$ cat src/rtl/mem_data_req_ctrl.sv
// MEM-stage data-memory transaction controller: class-SRAM req/addr_ok/data_ok handshake.
// Optional `MEM_LOAD_EXTEND_EN: byte/half lane select and extension of load data done here.
module mem_data_req_ctrl (
   input  logic        clk,
   input  logic        rst,
   input  logic        mem_valid,
   input  logic        mem_req_en,
   input  logic        mem_wr,
   input  logic [1:0]  mem_size,
   input  logic        mem_signed_ext,
   input  logic [31:0] mem_addr,
   input  logic [3:0]  mem_wstrb,
   input  logic [31:0] mem_wdata,
   input  logic        flush,
   output logic        data_sram_req,
   output logic        data_sram_wr,
   output logic [1:0]  data_sram_size,
   output logic [31:0] data_sram_addr,
   output logic [3:0]  data_sram_wstrb,
   output logic [31:0] data_sram_wdata,
   input  logic        data_sram_addr_ok,
   input  logic        data_sram_data_ok,
   input  logic [31:0] data_sram_rdata,
   output logic        mem_ready_go,
   output logic [31:0] mem_dram_rdata
);

   typedef enum logic [1:0] {S_IDLE, S_REQ, S_WAIT, S_DONE} state_t;

   state_t      state, state_nxt;
   logic        cancel, cancel_nxt;
   logic        accept;
   logic        capture;
   logic [31:0] rdata_q;

   assign accept = mem_valid & mem_req_en & ~flush & ~cancel;

   always_comb begin
      state_nxt  = state;
      cancel_nxt = cancel;
      capture    = 1'b0;
      case (state)
         S_IDLE: begin
            if (cancel) begin
               if (data_sram_data_ok) cancel_nxt = 1'b0;
            end else if (accept) begin
               state_nxt = S_REQ;
            end
         end
         S_REQ: begin
            if (flush) cancel_nxt = 1'b1;
            if (data_sram_addr_ok) state_nxt = S_WAIT;
         end
         S_WAIT: begin
            // A flush coinciding with data_ok drops the response just like a sticky cancel.
            if (data_sram_data_ok) begin
               if (cancel | flush) begin
                  cancel_nxt = 1'b0;
                  state_nxt  = S_IDLE;
               end else begin
                  capture    = 1'b1;
                  state_nxt  = S_DONE;
               end
            end else if (flush) begin
               cancel_nxt = 1'b1;
            end
         end
         S_DONE: state_nxt = S_IDLE;
         default: state_nxt = S_IDLE;
      endcase
   end

   always_ff @(posedge clk or posedge rst) begin
      if (rst) begin
         state           <= S_IDLE;
         cancel          <= 1'b0;
         data_sram_wr    <= 1'b0;
         data_sram_size  <= '0;
         data_sram_addr  <= '0;
         data_sram_wstrb <= '0;
         data_sram_wdata <= '0;
         rdata_q         <= '0;
      end else begin
         state  <= state_nxt;
         cancel <= cancel_nxt;
         if (state == S_IDLE && accept) begin
            data_sram_wr    <= mem_wr;
            data_sram_size  <= mem_size;
            data_sram_addr  <= mem_addr;
            data_sram_wstrb <= mem_wstrb;
            data_sram_wdata <= mem_wdata;
         end
         if (capture) rdata_q <= data_sram_wr ? '0 : data_sram_rdata;
      end
   end

   assign data_sram_req = (state == S_REQ);

   always_comb begin
      mem_ready_go = 1'b0;
      if (state == S_DONE)
         mem_ready_go = ~flush;
      else if (state == S_IDLE)
         mem_ready_go = ~(mem_valid & mem_req_en) & ~cancel;
   end

`ifdef MEM_LOAD_EXTEND_EN
   logic       sext_q;
   logic [1:0] addr_lo_q;
   logic [7:0] lane_b;
   logic [15:0] lane_h;

   always_ff @(posedge clk or posedge rst) begin
      if (rst) begin
         sext_q    <= 1'b0;
         addr_lo_q <= '0;
      end else if (state == S_IDLE && accept) begin
         sext_q    <= mem_signed_ext;
         addr_lo_q <= mem_addr[1:0];
      end
   end

   always_comb begin
      case (addr_lo_q)
         2'd0:    lane_b = rdata_q[7:0];
         2'd1:    lane_b = rdata_q[15:8];
         2'd2:    lane_b = rdata_q[23:16];
         default: lane_b = rdata_q[31:24];
      endcase
      lane_h = addr_lo_q[1] ? rdata_q[31:16] : rdata_q[15:0];
      case (data_sram_size)
         2'd0:    mem_dram_rdata = {{24{sext_q & lane_b[7]}}, lane_b};
         2'd1:    mem_dram_rdata = {{16{sext_q & lane_h[15]}}, lane_h};
         default: mem_dram_rdata = rdata_q;
      endcase
   end
`else
   logic unused_sext;
   assign unused_sext    = mem_signed_ext;
   assign mem_dram_rdata = rdata_q;
`endif

endmodule

$ cat config.mk
export PLATFORM = sky130hd
export DESIGN_NAME = mem_data_req_ctrl
export DESIGN_NICKNAME = d
export VERILOG_FILES = /design/src/rtl/mem_data_req_ctrl.sv
export SDC_FILE = /design/constraint.sdc
export NUM_CORES = 1
export LEC_CHECK = 0
export CAP_MARGIN = 15
export CORE_ASPECT_RATIO = 1.25
export CORE_MARGIN = 10
export CORE_UTILIZATION = 44
export CTS_CLUSTER_DIAMETER = 120
export DETAILED_ROUTE_END_ITERATION = 7
export HOLD_SLACK_MARGIN = 0.15
export PLACE_DENSITY = 0.85
export REMOVE_ABC_BUFFERS = 1
export SYNTH_ARGS = -nofsm -noshare
export SYNTH_HDL_FRONTEND = slang
export SYNTH_SLANG_ARGS = --single-unit
$ cat constraint.sdc
create_clock -name clk -period 10.54 [get_ports clk]
set_clock_uncertainty 0.2 [all_clocks]
set_input_delay 2.108 -clock clk [delete_from_list [all_inputs] [get_ports clk]]
set_output_delay 2.108 -clock clk [all_outputs]
set_load 0.01 [all_outputs]
==> results.ini, run 1 <==
[detailed_routing]
detail-route-antenna-nets=0
via_count=3180
routed_via_density=4.796
firstDrtPassIters=4
drc_errors=0
wl_per_cell_um=19.32
drt_iter0_markers=108
wl_mm=12.81

[finish]
postLayoutCellArea_um2=7054
fin_util=0.6980
instances_no_fill=663
final_net_count=644
regArea_um2=2653
diodes=0
multi_input_area_um2=1764
fill_cells=671
drive_gt1_frac=0.1760
syn2layout_area_growth_pct=55.06

[global_route]
grt-ovfl-total=0
grt_pass1_vias=3505
grt_antenna_before_repair=0
grtUsageTotal=0.1723
grt_pass1_wl_mm=20.67
grt_max_degree=66

[clocking]
cts.sink_count=106
clock_path_buffers=2
cts_root_buffer=clkbuf_16
clkLatencyLatePin_ps=330
clk_pin_slew_worst_paths_ps=60
cts_max_level=3
ctsHoldBuffers=0
cts-resized-gates=0
post_cts_buffers=0
numCtsBuffers=9
cts_tree=done

[yosys]
yosys_warnings=0
yosysMostFrequentCell=dfrtp_1
ys_types=25
synthMuxAreaShare=0.2379
netlist_instances=318
synth_area_leaders=dfrtp_1 58%, mux2_4 23%, nand2b_1 4.4%
synth_edf_count=0
synth_largest_area_cell=dfrtp_1
yosys-top-cells-count=106 x dfrtp_1, 70 x mux2_4, 34 x nand2_1
synth_top_family_by_area=multiplexers
async_flop_share=1.000
syn_avg_cell_area_um2=14.31
synthSimpleGateAreaFrac=0.08993
synthXorXnorAreaFrac=0
netlist_area_um2=4549
synth_fa_ha_area_frac=0.01100
ys_ff_latch=106
synth-main-ff-cell=dfrtp_1
synth_compound_area_frac=0.04785
synth_top_area_share=0.5831
seq_area_frac_synth=0.5831

[critical_path]
end_kind=output pin
crit_chain=clkdlybuf4s50_1 -> nand2_1 -> nand3b_1 -> mux2i_1 -> clkdlybuf4s50_1
cp_data_arrival_time_ps=3500
crit_type=primary input to output pin
cp_slowest_cell=clkdlybuf4s50_1
cpMostUsedCell=clkdlybuf4s50_1
critPathMaxStageDelay_ps=570
cp.required_ps=8230
start_kind=primary input
cp_max_fo=3

[timing]
slew_viol_final=0
max_slew_margin=0.4670
worst_pin_slew_ps=799.6
finalCritPeriodShare=0.5507
grt_setup_unrepaired=no
period_needed_ps=5804
max_freq_mhz=172.3
setup_violations=0
fin_setup_tns_ps=0
hold_viol=0

[power_and_ir_drop]
p_sw_w=0.0005850
total_power_w=0.001944
vdd_ir_drop_max_mv=0.1251
cellPowerDensity_nw_per_um2=275.5
p_seq_frac=0.366
power.leakage_nw=3.259
switching_share=0.3010
clkPwrFrac=0.170
combPwrFrac=0.464
internal_power_w=0.001359

[job]
drv_cap=0

[placement]
dpl_cell_area_um2=6760
gp_congestion=0.7667
hpwl_mm=9.697
dp_cells=647
port_buffers=214

[floorplanning]
core-area_um2=10110
ioPinCount=216
start_util=0.4502
die-area_um2=14830
num_rows=41
die_h_um=133.7
die_w_um=111.0

[worst_hold_path]
worst_hold_path_type=flip-flop to flip-flop

[outcome]
outcome=finished, final reports clean

registers in the layout, indices dropped and copies added (netlist names):
| signal | flops |
|---|---|
| cancel | 1 |
| data_sram_addr | 32 |
| data_sram_size | 2 |
| data_sram_wdata | 32 |
| data_sram_wr | 1 |
| data_sram_wstrb | 4 |
| mem_dram_rdata | 32 |
| state | 2 |
cells by family after synthesis:
kind of cell	count (synthesis)
DFF	106
and+or+nand+nor	74
muxes	73
AOI/OAI and AO/OA	40
buffers and inverters	21
adders and majority gates	4
layout by cell type (no fill, tap or decap):
| cell type | Yosys | routed |
|---|---|---|
| clkinv_2 | 0 | 3 |
| ha_1 | 4 | 4 |
| clkinvlp_4 | 0 | 2 |
| o21ai_0 | 32 | 32 |
| nand2_1 | 34 | 34 |
| a31oi_1 | 1 | 1 |
| inv_4 | 0 | 1 |
| nand3b_1 | 1 | 1 |
| or3_1 | 1 | 1 |
| nor2b_1 | 2 | 2 |
| nand2b_1 | 32 | 32 |
| mux2i_1 | 2 | 2 |
| inv_6 | 0 | 1 |
| mux2_2 | 1 | 1 |
| a21o_1 | 1 | 1 |
| buf_4 | 0 | 3 |
| nor2_4 | 1 | 1 |
| a2bb2oi_1 | 1 | 1 |
| a211oi_1 | 1 | 1 |
| a21oi_1 | 2 | 2 |
| clkbuf_16 | 0 | 9 |
| nand4bb_1 | 2 | 1 |
| nand4_4 | 1 | 1 |
| bufinv_16 | 0 | 1 |
| clkdlybuf4s50_1 | 0 | 214 |
| a41oi_1 | 1 | 1 |
| mux2_4 | 70 | 70 |
| nand4bb_2 | 0 | 1 |
| inv_1 | 4 | 3 |
| a2111oi_0 | 1 | 1 |
| dfrtp_1 | 106 | 106 |
cell type report:
class,count,area share
inverter,4,0.002483
tap,129,0.02288
clock inverter,7,0.009755
sequential,106,0.3760
timing repair buffer,217,0.3068
multi-input combinational,191,0.2501
clock buffer,9,0.03193
layer usage:
metal,track usage,up-vias,share of wire
met2,0.2835,138,0.50
met5,0,-,0
met4,0.05290,0,0.012
met3,0.07233,11,0.098
li1,-,1496,-
met1,0.1994,1535,0.39
power by group through the flow:
stage	registers [W]	clock network, W	logic, W
after floorplan	0.000785	0	0.000335
after global placement	0.000703	0	0.000895
after detailed placement	0.000716	0	0.000911
after CTS	0.000713	0.000340	0.000922
after global routing	0.000738	0.000357	0.000969
final	0.000711	0.000330	0.000902
worst max-delay path: cells and delay by family:
kind	cells	cell delay, ps
multiplexers	1	150
AND/OR/NAND/NOR	2	180
buffers and inverters	2	1050
worst paths after layout:
check,startpoint,end,slack [ps],depth (start not counted)
setup / recovery,mem_valid,mem_ready_go,4740,5
hold / removal,mem_dram_rdata[25],mem_dram_rdata[25],270,2
setup reg to reg,state[0],data_sram_addr[23],7690,5
hold reg to reg,mem_dram_rdata[25],mem_dram_rdata[25],270,2
max in group asynchronous,rst,data_sram_addr[20],6970,3
min in group asynchronous,rst,data_sram_addr[19],2000,2
through the flow:
stage | hold WS [ps] | setup slack (ps)
floorplan | 316.2 | 5443
global placement | 259.5 | 4750
detailed placement | 269.1 | 4721
CTS | 284.5 | 4722
global route | 313.7 | 4643
finish | 274.6 | 4736
(Power assumes the default switching activity.)
==> run 2: changes to the inputs <==
- CORE_UTILIZATION: 44 -> 37
- PLACE_DENSITY: 0.85 -> 0.77
- clock period: 10.54 -> 5.25 ns (I/O delays scaled with it)
==> run 2 against run 1 <==
  * Register-to-register slack worse by 5100 ps
  * Clock power is 100% higher
  * Cell area is 0.92% higher
  * Via count up 0.22%
  * Hold slack gained 6.8 ps
  * Power is 100% higher
  * Clock-buffer cell count rose by 2
  * Highest routed layer unchanged
  * Non-clock buffer count up 1
  * Largest power group unchanged
  * Cell count rose by 5.4%
  * Critical endpoint unchanged
==> results.ini, run 2 (synthesized netlist as in run 1, its figures left out) <==
[detailed_routing]
wl_mm=12.86  ; +0.44%
drt_iter0_markers=157  ; +45%
detail-route-antenna-nets=0  ; unchanged
wl_per_cell_um=18.40  ; -4.7%
via_count=3187  ; +0.22%
firstDrtPassIters=4  ; unchanged
drc_errors=0  ; unchanged
routed_via_density=4.559  ; -4.9%

[timing]
grt_setup_unrepaired=no
setup_violations=0  ; unchanged
finalCritPeriodShare=0.6953
slew_viol_final=0  ; unchanged
worst_slack_ps=1600  ; -3136 ps
fin_setup_tns_ps=0  ; unchanged
hold_viol=0  ; unchanged
max_slew_margin=0.4507  ; -0.01622
max_freq_mhz=273.9
worst_pin_slew_ps=823.9  ; +24.34 ps
period_needed_ps=3650

[worst_hold_path]
min_from=mem_dram_rdata[28]
worst_hold_path_type=flip-flop to flip-flop

[critical_path]
path_buf_inv=2  ; unchanged
crit_chain=clkdlybuf4s50_1 -> nand2_1 -> nand3b_1 -> mux2i_1 -> clkdlybuf4s50_1
cp_data_arrival_time_ps=2400  ; -1100 ps
cpMostUsedCell=clkdlybuf4s50_1
critPathMaxStageDelay_ps=560  ; about the same
cp_max_fo=3  ; unchanged
crit_type=primary input to output pin
critPathLaunch=mem_valid
start_kind=primary input
end_kind=output pin
cp_slowest_cell=clkdlybuf4s50_1
r2r-start=state[0]
cp_top_family=buffers and inverters
cp.required_ps=4000  ; -4230 ps

[floorplanning]
die_w_um=119.2  ; +7.4%
start_util=0.3758  ; -0.07435
core-area_um2=12110  ; +20%
num_rows=45  ; +9.8%
die-area_um2=17160  ; +16%
ioPinCount=216  ; unchanged
die_h_um=144.0  ; +7.7%

[power_and_ir_drop]
power.leakage_nw=3.265  ; +0.18%
vdd_ir_drop_max_mv=0.2176  ; +74%
cellPowerDensity_nw_per_um2=549.5  ; +99%
total_power_w=0.003912  ; +100%

[outcome]
outcome=finished, final reports clean

[finish]
layout_commonest_cell=clkdlybuf4s50_1
diodes=0  ; unchanged
drive_gt1_frac=0.1738  ; -0.002198
layout_common_cells=214 x clkdlybuf4s50_1, 106 x dfrtp_1, 70 x mux2_4
final_net_count=645  ; +0.16%
syn2layout_area_growth_pct=56.49

[placement]
hpwl_mm=9.886  ; +1.9%
port_buffers=214  ; unchanged
dp_slack_ps=1598  ; -3124 ps
gp_congestion=0.7756  ; +1.2%

[clocking]
clk_pin_slew_worst_paths_ps=70  ; about the same
cts-resized-gates=0  ; unchanged
clkLatencyLatePin_ps=340  ; about the same
cts_tree=done
cts.sink_count=106  ; unchanged
clock_path_buffers=2  ; unchanged
cts_max_level=3  ; unchanged
post_cts_buffers=0  ; unchanged
ctsHoldBuffers=0  ; unchanged
cts_root_buffer=clkbuf_16
numCtsBuffers=9  ; unchanged

[global_route]
grt_antenna_before_repair=0  ; unchanged
grt-ovfl-total=0  ; unchanged
grtUsageTotal=0.1490  ; -0.02329
grt_pass1_vias=3543  ; +1.1%
grt_max_degree=63  ; -4.5%
grt_pass1_wl_mm=20.11  ; -2.7%

[job]
drv_cap=0  ; unchanged

[run 2: cell types whose count changed in the layout (fill, tap and decap cells not counted)]
cell	previous run	this run
clkinv_2	3	0
clkbuf_1	0	2
buf_12	0	1
clkinv_4	0	1
[run 2: through the flow]
stage,utilization,cells,area [um2],hold WS (ps)
floorplan,-,301,4427,316.2
global placement,0.5637,683,6824,261.3
detailed placement,0.5637,683,6824,269.6
CTS,0.5881,699,7119,286.4
global route,0.5881,699,7119,294.5
finish,0.5881,699,7119,281.5
[run 2: worst paths after layout]
kind                                        to  slack, ps  cells after the start
hold reg to reg             mem_dram_rdata[28]        280                      2
min in group asynchronous    data_sram_addr[8]       1010                      2
setup reg to reg           data_sram_wdata[27]       2610                      5
setup / recovery                  mem_ready_go       1600                      5
max in group asynchronous   mem_dram_rdata[15]       3030                      3
hold / removal              mem_dram_rdata[28]        280                      2
[run 2: where the power goes]
| part | switching, W | internal (W) |
|---|---|---|
| clock network | 0.000299 | 0.000373 |
| registers | 0.000241 | 0.00119 |
| logic | 0.000639 | 0.00117 |
[run 2: tightest hold or removal path, delay by kind of cell (launching register included)]
kind,cells,cell delay [ps]
flip-flops,1,340
AO/OA/AOI/OAI,1,60
AND/OR/NAND/NOR,1,50
[run 2: cell type report]
class,count,area (um2)
Clock buffer,11,232.7
Sequential cell,106,2653
Fill cell,989,4986
Inverter,4,17.52
Clock inverter,5,62.56
Timing Repair Buffer,218,2185
Tap cell,164,205.2
Multi-Input combinational cell,191,1764
[run 2: routing by layer]
metal  GRT usage  up-vias  routed length [um]
li1            -     1505                   -
met2      0.2479      136                6438
met5           0        -                   0
met1      0.1698     1534                5120
met3     0.05850       12                1153
met4     0.05602        0                 150
